--- src/rtl/mux_pkg.sv ---
// Shared constants, FSM state type and width helper for the N:1 registered mux.
package mux_pkg;

  localparam logic MODE_SEL = 1'b0;
  localparam logic MODE_ARB = 1'b1;

  typedef enum logic {
    EMPTY = 1'b0,
    FULL  = 1'b1
  } state_t;

  // Index width that stays at least one bit even for a single channel.
  function automatic int clog2_min1(input int n);
    return (n <= 2) ? 1 : $clog2(n);
  endfunction

endpackage

--- src/rtl/mux_nx1_rr_if.sv ---
// Bundle of input channels, select controls and the output handshake of mux_nx1_rr.
interface mux_nx1_rr_if #(
  parameter int CH    = 4,
  parameter int WIDTH = 8
);
  import mux_pkg::*;

  localparam int CH_W = clog2_min1(CH);

  logic [CH*WIDTH-1:0] in_data;
  logic [CH-1:0]       in_valid;
  logic [CH-1:0]       in_ready;
  logic                sel_mode;
  logic [CH_W-1:0]     sel;
  logic [WIDTH-1:0]    out_data;
  logic [CH_W-1:0]     out_ch;
  logic                out_valid;
  logic                out_ready;

  modport slave (
    input  in_data, in_valid, sel_mode, sel, out_ready,
    output in_ready, out_data, out_ch, out_valid
  );

  modport master (
    output in_data, in_valid, sel_mode, sel, out_ready,
    input  in_ready, out_data, out_ch, out_valid
  );

endinterface

--- src/rtl/rr_arbiter.sv ---
// Combinational channel picker: round-robin after ptr when MUX_RR_EN is defined,
// otherwise a lowest-index-first priority encoder (ptr ignored).
module rr_arbiter
  import mux_pkg::*;
#(
  parameter  int CH   = 4,
  localparam int CH_W = clog2_min1(CH)
) (
  input  logic [CH-1:0]   req,
  input  logic [CH_W-1:0] ptr,
  output logic [CH-1:0]   gnt,
  output logic [CH_W-1:0] gnt_idx
);

`ifdef MUX_RR_EN
  always_comb begin
    int  c;
    logic found;
    gnt     = '0;
    gnt_idx = '0;
    found   = 1'b0;
    c       = 0;
    // ptr <= CH-1, so a single subtraction keeps the index inside 0..CH-1.
    for (int i = 1; i <= CH; i++) begin
      c = int'(ptr) + i;
      if (c >= CH) c = c - CH;
      if (!found && req[c]) begin
        found   = 1'b1;
        gnt[c]  = 1'b1;
        gnt_idx = CH_W'(c);
      end
    end
  end
`else
  logic unused_ptr;
  assign unused_ptr = ^ptr;

  always_comb begin
    logic found;
    gnt     = '0;
    gnt_idx = '0;
    found   = 1'b0;
    for (int c = 0; c < CH; c++) begin
      if (!found && req[c]) begin
        found   = 1'b1;
        gnt[c]  = 1'b1;
        gnt_idx = CH_W'(c);
      end
    end
  end
`endif

endmodule

--- src/rtl/mux_nx1_rr.sv ---
// N-channel registered mux with valid/ready on every side; external select or arbitration.
// Build option MUX_RR_EN: defined = round-robin arbitration, undefined = fixed priority.
module mux_nx1_rr
  import mux_pkg::*;
#(
  parameter int CH    = 4,
  parameter int WIDTH = 8
) (
  input logic         clk,
  input logic         rst,
  mux_nx1_rr_if.slave bus
);

  localparam int CH_W = clog2_min1(CH);

  state_t            state, state_nxt;
  logic              load_en, xfer;
  logic [CH-1:0]     arb_gnt, grant;
  logic [CH_W-1:0]   arb_idx, grant_idx, ptr_arb;
  logic [WIDTH-1:0]  grant_data, data_p1;
  logic [CH_W-1:0]   ch_p1;

`ifdef MUX_RR_EN
  logic [CH_W-1:0] ptr;

  // Reset to CH-1 so the first arbitration search begins at channel 0.
  always_ff @(posedge clk) begin
    if (rst)       ptr <= CH_W'(CH - 1);
    else if (xfer) ptr <= grant_idx;
  end
  assign ptr_arb = ptr;
`else
  assign ptr_arb = '0;
`endif

  rr_arbiter #(.CH(CH)) u_arb (
    .req     (bus.in_valid),
    .ptr     (ptr_arb),
    .gnt     (arb_gnt),
    .gnt_idx (arb_idx)
  );

  always_comb begin
    grant     = '0;
    grant_idx = '0;
    if (bus.sel_mode == MODE_ARB) begin
      grant     = arb_gnt;
      grant_idx = arb_idx;
    end else begin
      // Loop bound keeps an out-of-range sel from ever indexing past CH-1.
      for (int k = 0; k < CH; k++) begin
        if (CH_W'(k) == bus.sel && bus.in_valid[k]) begin
          grant[k]  = 1'b1;
          grant_idx = CH_W'(k);
        end
      end
    end
  end

  always_comb begin
    grant_data = '0;
    for (int k = 0; k < CH; k++)
      if (grant[k]) grant_data = bus.in_data[k*WIDTH +: WIDTH];
  end

  assign load_en      = (state == EMPTY) || bus.out_ready;
  assign bus.in_ready = (load_en && !rst) ? grant : '0;
  assign xfer         = load_en && (|grant) && !rst;

  always_ff @(posedge clk) begin
    if (rst) state <= EMPTY;
    else     state <= state_nxt;
  end

  always_comb begin
    state_nxt = state;
    if (xfer)                                 state_nxt = FULL;
    else if (state == FULL && bus.out_ready) state_nxt = EMPTY;
  end

  always_comb begin
    bus.out_valid = (state == FULL);
  end

  // p1: single output register stage
  always_ff @(posedge clk) begin
    if (rst) begin
      data_p1 <= '0;
      ch_p1   <= '0;
    end else if (xfer) begin
      data_p1 <= grant_data;
      ch_p1   <= grant_idx;
    end
  end

  assign bus.out_data = data_p1;
  assign bus.out_ch   = ch_p1;

endmodule

--- src/flat_wrapper.sv ---
// flat-port wrapper written by rule: the top's interface ports become plain ports
module mux_nx1_rr_flat import mux_pkg::*;
#(
  parameter int CH    = 4,
  parameter int WIDTH = 8
)
  (clk, rst, bus_in_data, bus_in_valid, bus_sel_mode, bus_sel, bus_out_ready, bus_in_ready, bus_out_data, bus_out_ch, bus_out_valid);
  mux_nx1_rr_if #(.CH(CH), .WIDTH(WIDTH)) bus_i ();
  input logic clk;
  input logic rst;
  input wire logic [$bits(bus_i.in_data)-1:0] bus_in_data;
  input wire logic [$bits(bus_i.in_valid)-1:0] bus_in_valid;
  input wire logic [$bits(bus_i.sel_mode)-1:0] bus_sel_mode;
  input wire logic [$bits(bus_i.sel)-1:0] bus_sel;
  input wire logic [$bits(bus_i.out_ready)-1:0] bus_out_ready;
  output wire logic [$bits(bus_i.in_ready)-1:0] bus_in_ready;
  output wire logic [$bits(bus_i.out_data)-1:0] bus_out_data;
  output wire logic [$bits(bus_i.out_ch)-1:0] bus_out_ch;
  output wire logic [$bits(bus_i.out_valid)-1:0] bus_out_valid;
  assign bus_i.in_data = bus_in_data;
  assign bus_i.in_valid = bus_in_valid;
  assign bus_i.sel_mode = bus_sel_mode;
  assign bus_i.sel = bus_sel;
  assign bus_i.out_ready = bus_out_ready;
  assign bus_in_ready = bus_i.in_ready;
  assign bus_out_data = bus_i.out_data;
  assign bus_out_ch = bus_i.out_ch;
  assign bus_out_valid = bus_i.out_valid;
  mux_nx1_rr #(.CH(CH), .WIDTH(WIDTH)) u_core (.clk(clk), .rst(rst), .bus(bus_i));
endmodule
--- config.mk ---
export PLATFORM = sky130hd
export DESIGN_NAME = mux_nx1_rr_flat
export DESIGN_NICKNAME = d
export VERILOG_FILES = /design/src/rtl/mux_pkg.sv /design/src/rtl/mux_nx1_rr_if.sv /design/src/rtl/rr_arbiter.sv /design/src/rtl/mux_nx1_rr.sv /design/src/flat_wrapper.sv
export SDC_FILE = /design/constraint.sdc
export NUM_CORES = 1
export LEC_CHECK = 0
export CAP_MARGIN = 40
export CORE_MARGIN = 4
export CORE_UTILIZATION = 36
export CTS_CLUSTER_SIZE = 8
export DETAILED_ROUTE_END_ITERATION = 8
export PLACE_DENSITY = 0.85
export SLEW_MARGIN = 20
export SYNTH_ARGS = -nofsm -noshare
export SYNTH_HDL_FRONTEND = slang
export SYNTH_SLANG_ARGS = --single-unit
export TNS_END_PERCENT = 50
--- constraint.sdc ---
create_clock -name clk -period 2.8 [get_ports clk]
set_input_delay 0.84 -clock clk [delete_from_list [all_inputs] [get_ports clk]]
set_output_delay 0.84 -clock clk [all_outputs]
set_load 0.01 [all_outputs]
==> tab_implementation.tex <==
\begin{tabular}{lr}
\hline
Metric & Value \\
\hline
\multicolumn{2}{l}{\textbf{Global routing}} \\
Wire length of the first global-routing pass & slightly below 5 mm \\
Number of antenna violations at the first check in global routing & 0 \\
Via count of the first global-routing pass & 1138 \\
Global-route congestion overflow total & 0 \\
Overall routing resource usage & 0.1875 \\
Maximum number of pins on one net before global-route repair & 13 \\
\multicolumn{2}{l}{\textbf{Drt}} \\
Via count normalized by instance count & around 5.3 \\
DRC & 0 \\
Total detailed-routing wirelength & $\sim$3.2 mm \\
Post-detailed-route count of antenna-violating nets & 0 \\
Total iterations of the first detailed-routing run & 4 \\
Detail-routed net length per standard cell & around 15 um \\
Vias post-DR & between 1000 and 1500 \\
Number of violations reported at the end of detailed-routing iteration 0 & 59 \\
\multicolumn{2}{l}{\textbf{Setup path}} \\
Critical path capture point type & output port \\
Crit-path leading delay family & buffers and inverters \\
Cell-by-cell trace of the critical path & dlygate4sd2\_1 > nor4bb\_2 > a31o\_1 > and2\_1 > clkdlybuf4s15\_2 \\
WP data arrival & between 1.5 and 2 ns \\
Crit Path Category & in2out \\
Crit path largest cell delay & $\sim$0.31 ns \\
Critical path fanouts, max & 5 \\
WP data required & between 1.5 and 2 ns \\
Cell count of the worst reg-to-reg path & 5 \\
Sort of element at the start of the critical path & input pin \\
Slack of the worst reg-to-reg path & 1.57 ns \\
Worst R2R End & u\_core.bus.out\_ch[0] \\
Launching point of the worst reg2reg path & u\_core.bus.out\_valid \\
Crit path buffers/inverters & 2 \\
Cell at the slowest stage of the critical path & nor4bb\_2 \\
\multicolumn{2}{l}{\textbf{Synth}} \\
Count of synthesis-stage warnings from yosys & 0 \\
Gate Count Post-Synth & $\sim$120 \\
Area of the mapped netlist & between 900 and 1000 um\^{}2 \\
Share of synthesized area occupied by flip-flops and latches & 0.2434 \\
Number of distinct standard cells referenced by the synthesized netlist & 27 \\
Total of flip-flops plus latches after synthesis & 11 \\
Syn Nets & $\sim$160 \\
Synthesized area per cell & 7.602 um\^{}2 \\
\multicolumn{2}{l}{\textbf{Timing}} \\
Final setup viols & 0 \\
Max Freq & 359.1 MHz \\
Period minus WS final & $\sim$2.8 ns \\
Final period utilization & 0.9947 \\
Final setup skew & 0.003523 ns \\
Setup repair after global routing missed its margin & true \\
Hold Fails Final Rpt & 0 \\
Worst-case headroom to the max-slew limit & 0.6673 \\
Sum of negative setup slack & 0 ns \\
Pin slew with the least headroom to its limit & between 0.4 and 0.5 ns \\
Number of max-slew violations in the final report & 0 \\
\multicolumn{2}{l}{\textbf{Place}} \\
Buffers added on ports & 56 \\
Global placement routability congestion & about 0.88 \\
HPWL after detailed placement & 2.559 mm \\
\multicolumn{2}{l}{\textbf{Floorplanning}} \\
Overall die width & approximately 58 um \\
Die height & a little under 60 um \\
Placeable core region & 2297 um\^{}2 \\
Std cell rows & 17 \\
Initial Utilization & 0.3938 \\
Die Area & 3379 um\^{}2 \\
I/O pin total & 57 \\
\multicolumn{2}{l}{\textbf{CTS}} \\
Clock input transition at the sequential cells of the worst setup and hold paths & 0.07 ns \\
Total number of clock tree sinks & 11 \\
Root Buffer & clkbuf\_4 \\
Maximum buffer depth of the clock tree & 2 \\
CTS H-tree lvls & 1 \\
Clock tree from TritonCTS & built \\
Clock insertion delay at the later pin of the skew report & approximately 0.28 ns \\
Number of clock buffers inserted by TritonCTS & 3 \\
\multicolumn{2}{l}{\textbf{Worst hold path}} \\
Worst Hold Path EP & u\_core.bus.out\_ch[1] \\
Worst min path class & reg2reg \\
Hold Path Cell Cnt & 2 \\
Start point of the worst hold path & u\_core.bus.out\_ch[1] \\
\multicolumn{2}{l}{\textbf{Finish}} \\
N\_diodes & 0 \\
Fillers & about 210 \\
Share of layout cells above drive strength 1 & 0.1730 \\
Commonest non-fill, non-tap cells in the layout & clkdlybuf4s50\_1 (46), nand2\_1 (27), buf\_4 (13) \\
Final \#Nets & 228 \\
Most common cell after layout, fill and taps aside & clkdlybuf4s50\_1 \\
Area growth from synthesis to final layout & 75.10\% \\
\multicolumn{2}{l}{\textbf{Outcome}} \\
Result of the run & complete, no violations \\
\multicolumn{2}{l}{\textbf{Pwr}} \\
Lkg Pwr & just under 0.7 nW \\
Final Power & 0.0005317 W \\
Maximum VDD drop & around 0.35 mV \\
Power density of the placed cells & 335.7 nW/um\^{}2 \\
\multicolumn{2}{l}{\textbf{Run}} \\
Number of maximum-capacitance violations & 0 \\
\hline
\end{tabular}
how the worst max path moves through the flow:
stage,endpoint,depth (start not counted),startpoint
floorplan,bus_in_ready[3],5,bus_in_valid[1]
global placement,bus_in_ready[3],6,bus_in_valid[1]
detailed placement,bus_in_ready[3],6,bus_in_valid[1]
CTS,bus_in_ready[0],6,bus_out_ready
global route,bus_in_ready[2],5,bus_sel_mode
finish,bus_in_ready[2],5,bus_sel_mode
synth_stat cells, drive strengths merged:
| cell | n | share of area |
|---|---|---|
| nand2 | 27 | 0.11 |
| a21oi | 11 | 0.061 |
| dfxtp | 11 | 0.24 |
| mux2i | 9 | 0.10 |
| a222oi | 8 | 0.089 |
| o2bb2ai | 8 | 0.077 |
| or2 | 8 | 0.055 |
| buf | 6 | 0.044 |
| nor2 | 5 | 0.021 |
| o21ai | 5 | 0.032 |
| clkbuf | 3 | 0.012 |
| inv | 3 | 0.012 |
| nand2b | 3 | 0.029 |
| and2 | 2 | 0.014 |
| nor2b | 2 | 0.014 |
| nor3b | 2 | 0.028 |
| a31o | 1 | 0.0097 |
| a32o | 1 | 0.011 |
| and3b | 1 | 0.0097 |
| nor3 | 1 | 0.0055 |
| nor4bb | 1 | 0.011 |
| o31a | 1 | 0.0097 |
logic make-up after synthesis:
logic type             share of synthesized area
AOI/OAI and AO/OA                         0.2891
DFF                                       0.2434
buffers and inverters                    0.06916
muxes                                    0.09959
and+or+nand+nor                           0.2987
sequential cells by signal, indices dropped and copies added, names as in the netlist:
register / count
u_core.bus.out_valid: 1
u_core.bus.out_ch: 2
u_core.bus.out_data: 8
through the flow:
| stage | hold WS (ns) | setup slack (ns) | std cells | area [um^2] | utilization |
|---|---|---|---|---|---|
| after floorplan | 0.4700 | 0.2592 | 119 | 904.6 | - |
| after global placement | 0.4342 | -0.4884 | 207 | 1546 | 0.6732 |
| after detailed placement | 0.4608 | -0.5261 | 207 | 1546 | 0.6732 |
| after CTS | 0.4702 | 0.004261 | 213 | 1593 | 0.6934 |
| after global routing | 0.4927 | -0.02477 | 213 | 1584 | 0.6895 |
| final | 0.4689 | 0.01494 | 213 | 1584 | 0.6895 |
what timing repair did:
item | 4_1_cts | 5_1_grt
gates cloned | 0 | 0
setup buffers | 2 | 0
setup endpoints to repair | 4 | 4
hold buffers | 0 | 0
gates resized for setup | 20 | 3
pin swaps | 3 | 2
metal layers:
| metal | vias up | GRT usage | share of wire |
|---|---|---|---|
| li1 | 566 | - | - |
| met1 | 510 | 0.2005 | 0.39 |
| met2 | 43 | 0.3581 | 0.51 |
| met3 | 4 | 0.03563 | 0.081 |
| met4 | 0 | 0.06954 | 0.016 |
| met5 | - | 0 | 0 |
layout make-up:
type / instances / area [um^2] / share of cell area
clock inverter: 1 / 5.005 / 0.003160
inverter: 3 / 11.26 / 0.007109
clock buffer: 3 / 22.52 / 0.01422
timing repair buffer: 71 / 659.4 / 0.4163
multi-input combinational: 96 / 630.6 / 0.3981
tap: 28 / 35.03 / 0.02212
sequential: 11 / 220.2 / 0.1390
worst register-to-register path, cell delays in order (launching register included):
cell and delay (ns):
dfxtp_1 0.32, nand2b_1 0.10, and2_4 0.17, buf_4 0.14, nand2b_4 0.12, a32o_1 0.28
report_power, final:
part,switching (W),leakage [nW],internal [W]
registers,0.00000998,0.0909,0.000175
clock network,0.0000605,0.0177,0.0000531
logic,0.0000943,0.566,0.000139
total,0.000165,0.674,0.000367
Power figures use the tool's default switching activity.
